[config.mk]
export PLATFORM = sky130hd
export DESIGN_NAME = ucq_arbiter
export DESIGN_NICKNAME = d
export VERILOG_FILES = /design/src/rtl/ucq_pkg.sv /design/src/rtl/ucq_arbiter_rr_pick.sv /design/src/rtl/ucq_arbiter.sv
export SDC_FILE = /design/constraint.sdc
export NUM_CORES = 1
export LEC_CHECK = 0
export BUFFER_PORTS_ARGS = -buffer_cell sky130_fd_sc_hd__buf_2
export CAP_MARGIN = 20
export CORE_AREA = 2 2 86 88
export CTS_BUF_LIST = sky130_fd_sc_hd__clkbuf_8
export DETAILED_ROUTE_END_ITERATION = 6
export DIE_AREA = 0 0 88 90
export MAX_ROUTING_LAYER = met4
export PLACE_DENSITY = 0.74
export SLEW_MARGIN = 10
export SYNTH_ARGS = -nofsm -noshare
export SYNTH_HDL_FRONTEND = slang
export SYNTH_SLANG_ARGS = --single-unit
[constraint.sdc]
create_clock -name i_clk -period 6.4 [get_ports i_clk]
set_clock_uncertainty 0.2 [all_clocks]
set_input_delay 0.64 -clock i_clk [delete_from_list [all_inputs] [get_ports i_clk]]
set_output_delay 0.64 -clock i_clk [all_outputs]
set_load 0.02 [all_outputs]
[src/rtl/ucq_pkg.sv]
// Shared definitions for the unit-clause queue write-port arbiter.
// The literal width covers every literal index plus a polarity bit.
package ucq_pkg;

  localparam int LIT_IDX_MAX = 255;
  localparam int LIT_W       = $clog2(LIT_IDX_MAX) + 1;
  localparam int NUM_REQ_DEF = 4;
  localparam int CNT_W_DEF   = 16;

  typedef logic [LIT_W-1:0] lit_t;

endpackage

[src/rtl/ucq_arbiter_rr_pick.sv]
// Rotating priority encoder. The search starts at i_ptr and wraps modulo NUM_REQ.
// It returns the first requester found, as a one-hot grant and as a binary index.
module rr_pick
  import ucq_pkg::*;
#(
  parameter int NUM_REQ = NUM_REQ_DEF,
  parameter int PTR_W   = $clog2(NUM_REQ)
) (
  input  logic [NUM_REQ-1:0] i_req,
  input  logic [PTR_W-1:0]   i_ptr,
  output logic [NUM_REQ-1:0] o_grant,
  output logic               o_any,
  output logic [PTR_W-1:0]   o_idx
);

  logic [PTR_W:0] w_sum;

  // Scan from the farthest offset down to offset 0, so the closest requester
  // at or after the pointer is the last one written and therefore wins.
  always_comb begin
    o_any = 1'b0;
    o_idx = '0;
    w_sum = '0;
    for (int k = NUM_REQ - 1; k >= 0; k--) begin
      w_sum = {1'b0, i_ptr} + (PTR_W + 1)'(k);
      if (w_sum >= (PTR_W + 1)'(NUM_REQ)) begin
        w_sum = w_sum - (PTR_W + 1)'(NUM_REQ);
      end
      if (i_req[w_sum[PTR_W-1:0]]) begin
        o_any = 1'b1;
        o_idx = w_sum[PTR_W-1:0];
      end
    end
  end

  always_comb begin
    o_grant = '0;
    if (o_any) begin
      o_grant[o_idx] = 1'b1;
    end
  end

endmodule

[src/rtl/ucq_arbiter.sv]
// Round-robin arbiter that shares the uc_queue write port among the UCA requesters.
// A literal is pushed in the cycle it is offered; same-cycle duplicates are acknowledged and dropped.
module ucq_arbiter
  import ucq_pkg::*;
#(
  parameter int NUM_REQ = NUM_REQ_DEF,
  parameter int LIT_W   = ucq_pkg::LIT_W,
  parameter int CNT_W   = CNT_W_DEF
) (
  input  logic                          i_clk,
  input  logic                          i_rst,
  input  logic [NUM_REQ-1:0]            i_req_valid,
  input  logic [NUM_REQ-1:0][LIT_W-1:0] i_req_lit,
  output logic [NUM_REQ-1:0]            o_req_ready,
  input  logic                          i_ucq_full,
  output logic                          o_ucq_push,
  output logic [LIT_W-1:0]              o_ucq_lit,
  input  logic                          i_flush,
  output logic [CNT_W-1:0]              o_push_cnt,
  output logic [CNT_W-1:0]              o_drop_cnt
);

  localparam int PTR_W  = $clog2(NUM_REQ);
  localparam int DROP_W = $clog2(NUM_REQ + 1);

  logic [PTR_W-1:0]   r_ptr;
  logic [CNT_W-1:0]   r_push_cnt;
  logic [CNT_W-1:0]   r_drop_cnt;

  logic [NUM_REQ-1:0] w_grant;
  logic [NUM_REQ-1:0] w_dup;
  logic               w_any;
  logic               w_fire;
  logic [PTR_W-1:0]   w_idx;
  logic [PTR_W-1:0]   w_ptr_nxt;
  logic [LIT_W-1:0]   w_win_lit;
  logic [DROP_W-1:0]  w_drop_n;
  logic [CNT_W:0]     w_push_sum;
  logic [CNT_W:0]     w_drop_sum;

  rr_pick #(
    .NUM_REQ (NUM_REQ),
    .PTR_W   (PTR_W)
  ) u_rr_pick (
    .i_req   (i_req_valid),
    .i_ptr   (r_ptr),
    .o_grant (w_grant),
    .o_any   (w_any),
    .o_idx   (w_idx)
  );

  assign w_win_lit = i_req_lit[w_idx];

  // Reset blocks the port outright. Flush only clears state, so a push can still happen in a flush cycle.
  assign w_fire = w_any & ~i_ucq_full & ~i_rst;

  always_comb begin
    w_dup = '0;
    for (int j = 0; j < NUM_REQ; j++) begin
      w_dup[j] = i_req_valid[j] & ~w_grant[j] & (i_req_lit[j] == w_win_lit);
    end
  end

  assign w_drop_n   = DROP_W'($countones(w_dup));
  assign w_ptr_nxt  = (w_idx == PTR_W'(NUM_REQ - 1)) ? '0 : w_idx + 1'b1;
  assign w_push_sum = {1'b0, r_push_cnt} + (CNT_W + 1)'(1);
  assign w_drop_sum = {1'b0, r_drop_cnt} + (CNT_W + 1)'(w_drop_n);

  assign o_ucq_push  = w_fire;
  assign o_ucq_lit   = w_fire ? w_win_lit : '0;
  assign o_req_ready = w_fire ? (w_grant | w_dup) : '0;
  assign o_push_cnt  = r_push_cnt;
  assign o_drop_cnt  = r_drop_cnt;

  // The carry bit of each sum marks an overflow, so the counter pins at all-ones instead of wrapping.
  always_ff @(posedge i_clk) begin
    if (i_rst || i_flush) begin
      r_ptr      <= '0;
      r_push_cnt <= '0;
      r_drop_cnt <= '0;
    end else if (w_fire) begin
      r_ptr      <= w_ptr_nxt;
      r_push_cnt <= w_push_sum[CNT_W] ? '1 : w_push_sum[CNT_W-1:0];
      r_drop_cnt <= w_drop_sum[CNT_W] ? '1 : w_drop_sum[CNT_W-1:0];
    end
  end

endmodule

==> results of run 1 <==
-- sequential cells by signal, summed over array words and instances, names as in the netlist --
signal,count
o_drop_cnt,16
o_push_cnt,16
r_ptr,2
-- metrics by stage --
stage | cell area, um2 | hold slack [ps]
2_1_floorplan | 3363 | 288.2
3_3_place_gp | 3775 | 301.8
3_5_place_dp | 3775 | 303.3
4_1_cts | 3870 | 316.3
5_1_grt | 3870 | 357.1
6_report | 3870 | 314.1
-- cell type report --
| cell class | count | area [um2] |
|---|---|---|
| multi-input combinational | 360 | 2431 |
| fill | 675 | 3151 |
| inverter | 18 | 71.32 |
| timing repair buffer | 92 | 467.9 |
| clock inverter | 2 | 12.51 |
| sequential | 34 | 680.7 |
| clock buffer | 6 | 82.58 |
| tap | 99 | 123.9 |
-- power by group --
group / leakage (nW) / total (W) / internal [W] / switching, W
Sequential: 0.274 / 0.000215 / 0.000213 / 0.00000189
Clock: 0.0472 / 0.000164 / 0.0000864 / 0.0000777
Combinational: 1.30 / 0.000199 / 0.0000768 / 0.000122
-- metal layers --
layer | track usage | wire, um
met1 | 0.3492 | 4259
met4 | 0.03846 | 87
met5 | - | 0
met3 | 0.03581 | 668
met2 | 0.3693 | 4336
-- cells by family (layout without fill, tap and decap cells) --
group,count (synthesis),in the layout
AO/OA/AOI/OAI,106,106
XOR/XNOR,68,68
adder cells (fa/ha/maj),9,9
buffers and inverters,57,118
flip-flops,34,34
multiplexers,13,13
AND/OR/NAND/NOR,164,164
-- cell usage in the layout, fill, tap and decap left out, types with 13 or more instances in the layout --
master | synthesis | routed
xor2_1 | 36 | 36
nand2_1 | 52 | 52
xnor2_1 | 32 | 32
a21oi_1 | 38 | 38
dfxtp_1 | 34 | 34
nand4_1 | 14 | 14
and3_1 | 13 | 13
inv_1 | 16 | 16
buf_2 | 6 | 89
nor2_1 | 28 | 28
-- final timing paths --
kind | start | endpoint | slack (ps) | cells after the start
max | i_req_valid[0] | o_drop_cnt[0]$_SDFFE_PP0P_ | 1400 | 17
min | o_drop_cnt[14]$_SDFFE_PP0P_ | o_drop_cnt[14]$_SDFFE_PP0P_ | 310 | 2
max reg2reg | r_ptr[0]$_SDFFE_PP0P_ | o_drop_cnt[0]$_SDFFE_PP0P_ | 1450 | 16
min reg2reg | o_drop_cnt[14]$_SDFFE_PP0P_ | o_drop_cnt[14]$_SDFFE_PP0P_ | 310 | 2
-- critical path: cells and delay by family --
kind,cells,cell delay [ps]
adder cells (fa/ha/maj),3,1440
AND/OR/NAND/NOR,7,1670
multiplexers,1,340
buffers and inverters,3,450
AO/OA/AOI/OAI,2,230
XOR/XNOR,1,160
==> flow_metrics.tcl, run 1 <==
set metrics [dict create \
    status "completed" \
    nNetsFinal 564 \
    final-hold-violation-count 0 \
    critPathCaptureType "flop" \
    drtIter0Drc 273 \
    fin_util 0.5512 \
    area_growth_pct 15.07 \
    cts_hold_buf 0 \
    dp_cells 603 \
    grt_pass1_vias 3223 \
    die_w_um 88 \
    ir_drop_mv 0.1311 \
    synthCells 451 \
    synth-simple-area-share 0.2522 \
    cap_violations 0 \
    clock_latency_ps 280 \
    antenna_found_initial 0 \
    rsz0062_at_grt "false" \
    synth_seq_area_share 0.2024 \
    worst-path-max-fanout 27 \
    max_freq_mhz 199.8 \
    grt_overflow 0 \
    fp.dieArea_um2 7920 \
    synthMuxAreaShare 0.04055 \
    power.total_w 0.0005777 \
    maxSlewViolCount 0 \
    syn_area_um2 3363 \
    cts_setup_buffers 0 \
    ios 90 \
    p_leak_nw 1.618 \
    htreeDepth 2 \
    setup_ws_ps 1396 \
    netlist.area_leader.share 0.2024 \
    cts_tree "yes" \
    ys_top_cells_by_count "nand2_1 (52), a21oi_1 (38), xor2_1 (36), dfxtp_1 (34), xnor2_1 (32)" \
    core_area_um2 7020 \
    synth_compound_area_frac 0.2128 \
    synth_seq_cells 34 \
    synthXorXnorAreaFrac 0.1771 \
    async_reset_ff_frac 0 \
    pre_cts_ws_ps 1080 \
    synth_top_flop_cell "dfxtp_1" \
    place_congestion 0.9129 \
    first_pass_iters 5 \
    setup_tns_ps 0 \
    ctsResizeCount 0 \
    max_slew.worst_pin.slew_ps 746.7 \
    portBuffers 89 \
    synth_top_family_by_area "simple AND/OR/NAND/NOR gates" \
    synth_cell_types 63 \
    grt_max_degree 35 \
    yosysMostFrequentCell "nand2_1" \
    cp_data_arrival_time_ps 4950 \
    start_util 0.4791 \
    syn_avg_cell_area_um2 7.457 \
    worstSetupPathType "input port to flop" \
    cts_root_buffer "clkbuf_8" \
    critical_path.max_stage_delay_ps 510 \
    numClockSinks 34 \
    synth_edf_count 0 \
    ys_top_cells_by_area "dfxtp_1 (20%), xor2_1 (9.4%), xnor2_1 (8.3%)" \
    wirelength_um 9353 \
    rows 31 \
    die_y_um 90 \
    cts.reportedPaths.clkPinSlew_ps 70 \
    crit_chain "buf_2 > and2b_4 > nor4_4 > nor2_4 > inv_4 > mux2i_1 > xor2_1 > o21ai_0 > nor3_1 > nand2b_1 > fa_1 > inv_1 > fa_1 > fa_1 > nand2_1 > or3_1 > a31oi_1" \
    critPathSlowestCell "fa_1" \
    crit_required_ps 6340 \
    min_path_type "flop to flop" \
    p_per_area_nw_per_um2 149.3 \
    cts_buffer_depth 2 \
    finalCritPeriodShare 0.7819 \
    setup_violations 0 \
    cp_common_cell "fa_1" \
    grtUsageTotal 0.2435 \
    cts_made_buffers 5 \
    drtAntennaViolNets 0 \
    num_vias 3490 \
    grt_first_pass_wirelength_um 15430 \
    dp.final_hpwl_um 6984 \
    cp-start-kind "input port" \
    insertedDiodeCount 0 \
    fin_cells 611 \
    relSlewSlack 0.5022 \
    min_period_ps 5004 \
    drc 0 \
    synthAdderAreaFrac 0.04018 \
    via_per_inst 5.712 \
    wire_per_inst_um 15.31 \
    yosys_warnings 0 \
    yosys.area.top_type "dfxtp_1" \
    drive_above_1_share 0.2344 \
    synth_nets 504 \
]
No activity file was read; power rests on OpenSTA's default activity.
==> run 2: changes to the inputs <==
==> constraint.sdc (replaced) <==
create_clock -name i_clk -period 5 [get_ports i_clk]
set_clock_uncertainty 0.2 [all_clocks]
set_input_delay 0.5 -clock i_clk [delete_from_list [all_inputs] [get_ports i_clk]]
set_output_delay 0.5 -clock i_clk [all_outputs]
set_load 0.02 [all_outputs]
==> run 2 against run 1 <==
Clock power is 52% higher. Cell area is 1.5% higher. Largest cell class unchanged. Critical path depth stayed put. Worst hold slack better by 13 ps. Global-route usage is 1.1 points higher. Largest power group unchanged. Sequential power is 28% higher. First-iteration DRC count is 6.2% higher. Total power is 36% higher. Critical endpoint is now o_drop_cnt[12]$_SDFFE_PP0P_.
==> flow_metrics.tcl, run 2 (synthesis gave the netlist of run 1 again) <==
set metrics [dict create \
    rows 31 \
    worstSetupPathType "flop to flop" \
    wire_per_inst_um 15.75 \
    cp_data_arrival_time_ps 4490 \
    min_period_ps 4533 \
    final-hold-violation-count 0 \
    dp_cells 609 \
    p_leak_nw 1.657 \
    fillers 677 \
    final_common_cell "buf_2" \
    crit_chain "and2b_4 > nor4_4 > nor2_4 > buf_4 > nor4_1 > a311o_1 > a32o_1 > and3_1 > nand2b_1 > fa_1 > inv_1 > fa_1 > fa_1 > buf_4 > nand4_1 > mux2i_1 > nor2_1" \
    num_vias 3566 \
    grt_max_degree 35 \
    drtAntennaViolNets 0 \
    cts.reportedPaths.clkPinSlew_ps 80 \
    setup_tns_ps 0 \
    cts_hold_buf 0 \
    drive_above_1_share 0.2432 \
    cts_buffer_depth 2 \
    via_per_inst 5.780 \
    grt_first_pass_wirelength_um 16010 \
    rsz0062_at_grt "false" \
    cts_made_buffers 5 \
    cts_root_buffer "clkbuf_8" \
    final_cell_mix "buf_2 (89), nand2_1 (52), a21oi_1 (38)" \
    core_area_um2 7020 \
    max_freq_mhz 220.6 \
    max_slew.worst_pin.slew_ps 817.8 \
    crit_required_ps 4960 \
    status "completed" \
    cp-start-kind "flop" \
    critPathCaptureType "flop" \
    ir_drop_mv 0.1804 \
    portBuffers 89 \
    antenna_found_initial 0 \
    cts_tree "yes" \
    grt_pass1_vias 3328 \
    htreeDepth 2 \
    fp.dieArea_um2 7920 \
    wirelength_um 9716 \
    worst-path-max-fanout 23 \
    nNetsFinal 570 \
    drc 0 \
    relSlewSlack 0.4548 \
    ctsResizeCount 0 \
    clock_latency_ps 290 \
    cts_setup_buffers 0 \
    grt_overflow 0 \
    die_w_um 88 \
    finalCritPeriodShare 0.9066 \
    critPathSlowestCell "fa_1" \
    cap_violations 0 \
    place_congestion 0.9424 \
    p_per_area_nw_per_um2 199.6 \
    critical_path.max_stage_delay_ps 510 \
    ios 90 \
    cp_common_cell "fa_1" \
    first_pass_iters 7 \
    dp.final_hpwl_um 7351 \
    die_y_um 90 \
    area_growth_pct 16.82 \
    drtIter0Drc 290 \
    fin_cells 617 \
    postPlaceCellArea_um2 3820 \
    start_util 0.4791 \
    insertedDiodeCount 0 \
    maxSlewViolCount 0 \
    min_path_type "flop to flop" \
    design_area_um2 3929 \
    setup_violations 0 \
    numClockSinks 34 \
    grtUsageTotal 0.2543 \
]
## run 2: cell count changes in the layout (fill, tap and decap cells not counted)
cell,change
clkinv_2,+1
clkinvlp_4,-1
clkbuf_8,-1
buf_4,+6
bufinv_16,+1
## run 2: layer usage
layer | vias to the layer above | GRT usage | wire, um | part of all wire
li1 | 1722 | - | - | -
met1 | 1687 | 0.3618 | 4558 | 0.47
met2 | 139 | 0.3744 | 4322 | 0.44
met3 | 18 | 0.03673 | 670 | 0.069
met4 | 0 | 0.07051 | 165 | 0.017
met5 | - | - | 0 | 0
## run 2: path summary, 6_finish.rpt
check / cells past startpoint / slack, ps / from / endpoint
worst min register to register: 2 / 330 / o_drop_cnt[14]$_SDFFE_PP0P_ / o_drop_cnt[14]$_SDFFE_PP0P_
worst max-delay path: 17 / 470 / r_ptr[0]$_SDFFE_PP0P_ / o_drop_cnt[12]$_SDFFE_PP0P_
worst min-delay path: 2 / 330 / o_drop_cnt[14]$_SDFFE_PP0P_ / o_drop_cnt[14]$_SDFFE_PP0P_
worst max register to register: 17 / 470 / r_ptr[0]$_SDFFE_PP0P_ / o_drop_cnt[12]$_SDFFE_PP0P_
## run 2: cell type report
class                           instances  area (um2)  area share
Inverter                               18       71.32     0.01815
Multi-Input combinational cell        360        2431      0.6188
Timing Repair Buffer                   98       513.0      0.1306
Tap cell                               99       123.9     0.03153
Clock inverter                          3       40.04     0.01019
Clock buffer                            5       68.82     0.01752
Sequential cell                        34       680.7      0.1732
## run 2: stage by stage
step / total power [W] / setup slack [ps] / util / hold slack (ps)
finish: 0.0007841 / 467.0 / 0.5596 / 327.4
global route: 0.0008199 / 303.8 / 0.5596 / 361.0
CTS: 0.0007835 / 487.3 / 0.5596 / 324.6
detailed placement: 0.0005360 / 263.0 / 0.5441 / 313.9
global placement: 0.0005341 / 382.3 / 0.5441 / 306.8
floorplan: 0.0004671 / 569.3 / - / 288.2
## run 2: critical path, delay by kind of cell, from the launching register on
family                   cells  cell delay (ps)
multiplexers                 1              200
AND/OR/NAND/NOR              8             1380
flip-flops                   1              390
AO/OA/AOI/OAI                2              390
buffers and inverters        3              480
adder cells (fa/ha/maj)      3             1380
## run 2: report_power, final
part           internal, W  total (W)  switching [W]
clock             0.000147   0.000250       0.000104
sequential        0.000272   0.000275     0.00000247
combinational     0.000101   0.000259       0.000158
==> run 3: changes to the inputs <==
--- a/config.mk
+++ b/config.mk
@@ -13,6 +13,7 @@
 export DIE_AREA = 0 0 88 90
 export MAX_ROUTING_LAYER = met4
 export PLACE_DENSITY = 0.74
+export RECOVER_POWER = 50
 export SLEW_MARGIN = 10
 export SYNTH_ARGS = -nofsm -noshare
 export SYNTH_HDL_FRONTEND = slang
==> run 3 against run 2 <==
Cell area fell by 1.3%. Sequential power barely moved. Critical path depth did not move. Count of clock-buffer cells in the layout did not move. Non-clock buffer count did not move. Maximum frequency fell by 0.11%. Die area did not move. Combinational power barely moved. Clock power barely moved. Flip-flop and latch count did not move. First-iteration DRC count fell by 11%. Sequential share of layout area rose by 0.23 points. Critical endpoint unchanged.
==> flow_metrics.tcl, run 3 (synthesis gave the netlist of run 1 again) <==
set metrics [dict create \
    status "completed" \
    min_to "o_drop_cnt[14]$_SDFFE_PP0P_" \
    setup_tns_ps 0 \
    ios 90 \
    die_y_um 90 \
    via_per_inst 5.806 \
    wire_per_inst_um 15.74 \
    min_path_type "flop to flop" \
    cts.reportedPaths.clkPinSlew_ps 80 \
    start_util 0.4791 \
    ff2ff_setup_slack_ps 460 \
    crit_chain "and2b_4 > nor4_4 > nor2_4 > buf_4 > nor4_1 > a311o_1 > a32o_1 > and3_1 > nand2b_1 > fa_1 > inv_1 > fa_1 > fa_1 > buf_4 > nand4_1 > mux2i_1 > nor2_1" \
    final_cell_mix "buf_2 (54), nand2_1 (52), a21oi_1 (38)" \
    hold-worst-slack_ps 326.3 \
    r2r_end "o_drop_cnt[12]$_SDFFE_PP0P_" \
    wirelength_um 9710 \
    grt_pass1_vias 3328 \
    portBuffers 89 \
    antenna_found_initial 0 \
    drc 0 \
    final_common_cell "buf_2" \
    htreeDepth 2 \
    dp.final_hpwl_um 7351 \
    cts_hold_buf 0 \
    drtIter0Drc 258 \
    cts_made_buffers 5 \
    place_congestion 0.9424 \
    maxSlewViolCount 0 \
    min_period_ps 4538 \
    grt_first_pass_wirelength_um 16010 \
    design_area_um2 3877 \
    cts_setup_buffers 0 \
    rows 31 \
    cp_data_arrival_time_ps 4500 \
    p_leak_nw 1.494 \
    worst-path-max-fanout 23 \
    fillers 697 \
    numClockSinks 34 \
    drtAntennaViolNets 0 \
    area_growth_pct 15.29 \
    finalCritPeriodShare 0.9076 \
    fp.dieArea_um2 7920 \
    grt_max_degree 35 \
    insertedDiodeCount 0 \
    whs_path_depth 2 \
    nNetsFinal 570 \
    setup_violations 0 \
    num_vias 3582 \
    worstSetupPathType "flop to flop" \
    grt_overflow 0 \
    relSlewSlack 0.4655 \
    cts_buffer_depth 2 \
    clock_latency_ps 290 \
    drive_above_1_share 0.1699 \
    postPlaceCellArea_um2 3820 \
    grtUsageTotal 0.2543 \
    max_freq_mhz 220.4 \
    crit_required_ps 4960 \
    critical_path.max_stage_delay_ps 510 \
    p_per_area_nw_per_um2 202.0 \
    critPathSlowestCell "fa_1" \
    startpoint "r_ptr[0]$_SDFFE_PP0P_" \
    final-hold-violation-count 0 \
    r2r_cells 17 \
    cp-start-kind "flop" \
    cp_common_cell "fa_1" \
    die_w_um 88 \
    fin_util 0.5523 \
    rsz0062_at_grt "false" \
    reg2reg_from "r_ptr[0]$_SDFFE_PP0P_" \
    max_slew.worst_pin.slew_ps 801.8 \
    ctsResizeCount 0 \
    core_area_um2 7020 \
    first_pass_iters 5 \
    ir_drop_mv 0.1807 \
    cts_root_buffer "clkbuf_8" \
    hold_start "o_drop_cnt[14]$_SDFFE_PP0P_" \
    critPathCaptureType "flop" \
    cts_tree "yes" \
    cap_violations 0 \
]
-- run 3: changes by cell type in the layout (fill, tap and decap cells not counted), sizes merged --
| cell | before | now |
|---|---|---|
| clkinvlp | 0 | 1 |
| clkinv | 3 | 2 |
| clkbuf | 5 | 41 |
| buf | 98 | 62 |
-- run 3: cell type report --
cell class / instances / area (um2) / area share
flip-flops and latches: 34 / 680.7 / 0.1755
clock buffers: 5 / 68.82 / 0.01775
multi-input cells: 360 / 2427 / 0.6260
repair buffers: 98 / 465.4 / 0.1200
well taps: 99 / 123.9 / 0.03195
clock inverters: 3 / 40.04 / 0.01033
inverters: 18 / 71.32 / 0.01839
-- run 3: metrics by stage --
stage / worst slack (ps) / std cells / total power, W
6_report: 462.2 / 617 / 0.0007832
3_5_place_dp: 263.0 / 609 / 0.0005360
2_1_floorplan: 569.3 / 451 / 0.0004671
4_1_cts: 487.3 / 617 / 0.0007835
5_1_grt: 291.9 / 617 / 0.0008182
3_3_place_gp: 382.3 / 609 / 0.0005341
-- run 3: how the worst max path moves through the flow --
stage	endpoint	slack, ps	cells past startpoint
finish	o_drop_cnt[12]$_SDFFE_PP0P_	460	17
global route	o_drop_cnt[12]$_SDFFE_PP0P_	290	17
CTS	o_drop_cnt[4]$_SDFFE_PP0P_	490	17
detailed placement	o_drop_cnt[4]$_SDFFE_PP0P_	260	18
global placement	o_drop_cnt[12]$_SDFFE_PP0P_	380	18
floorplan	o_drop_cnt[10]$_SDFFE_PP0P_	570	17
-- run 3: per-layer routing --
| layer | GRT usage | vias to the layer above | share of wire |
|---|---|---|---|
| met2 | 0.3744 | 152 | 0.45 |
| met5 | - | - | 0 |
| li1 | - | 1724 | - |
| met4 | 0.07051 | 0 | 0.016 |
| met1 | 0.3618 | 1691 | 0.46 |
| met3 | 0.03673 | 15 | 0.071 |
-- run 3: worst max-delay path: cells and delay by family, from the launching register on --
kind | cells | cell delay [ps]
buffers and inverters | 3 | 470
multiplexers | 1 | 210
flip-flops | 1 | 390
AO/OA/AOI/OAI | 2 | 380
AND/OR/NAND/NOR | 8 | 1370
adder cells (fa/ha/maj) | 3 | 1380
-- run 3: power by group --
group          internal [W]  leakage, nW  total (W)  switching, W
Clock              0.000147       0.0579   0.000251      0.000105
Sequential         0.000272        0.274   0.000275    0.00000250
Combinational     0.0000999         1.16   0.000257      0.000157
Total              0.000519         1.49   0.000783      0.000264
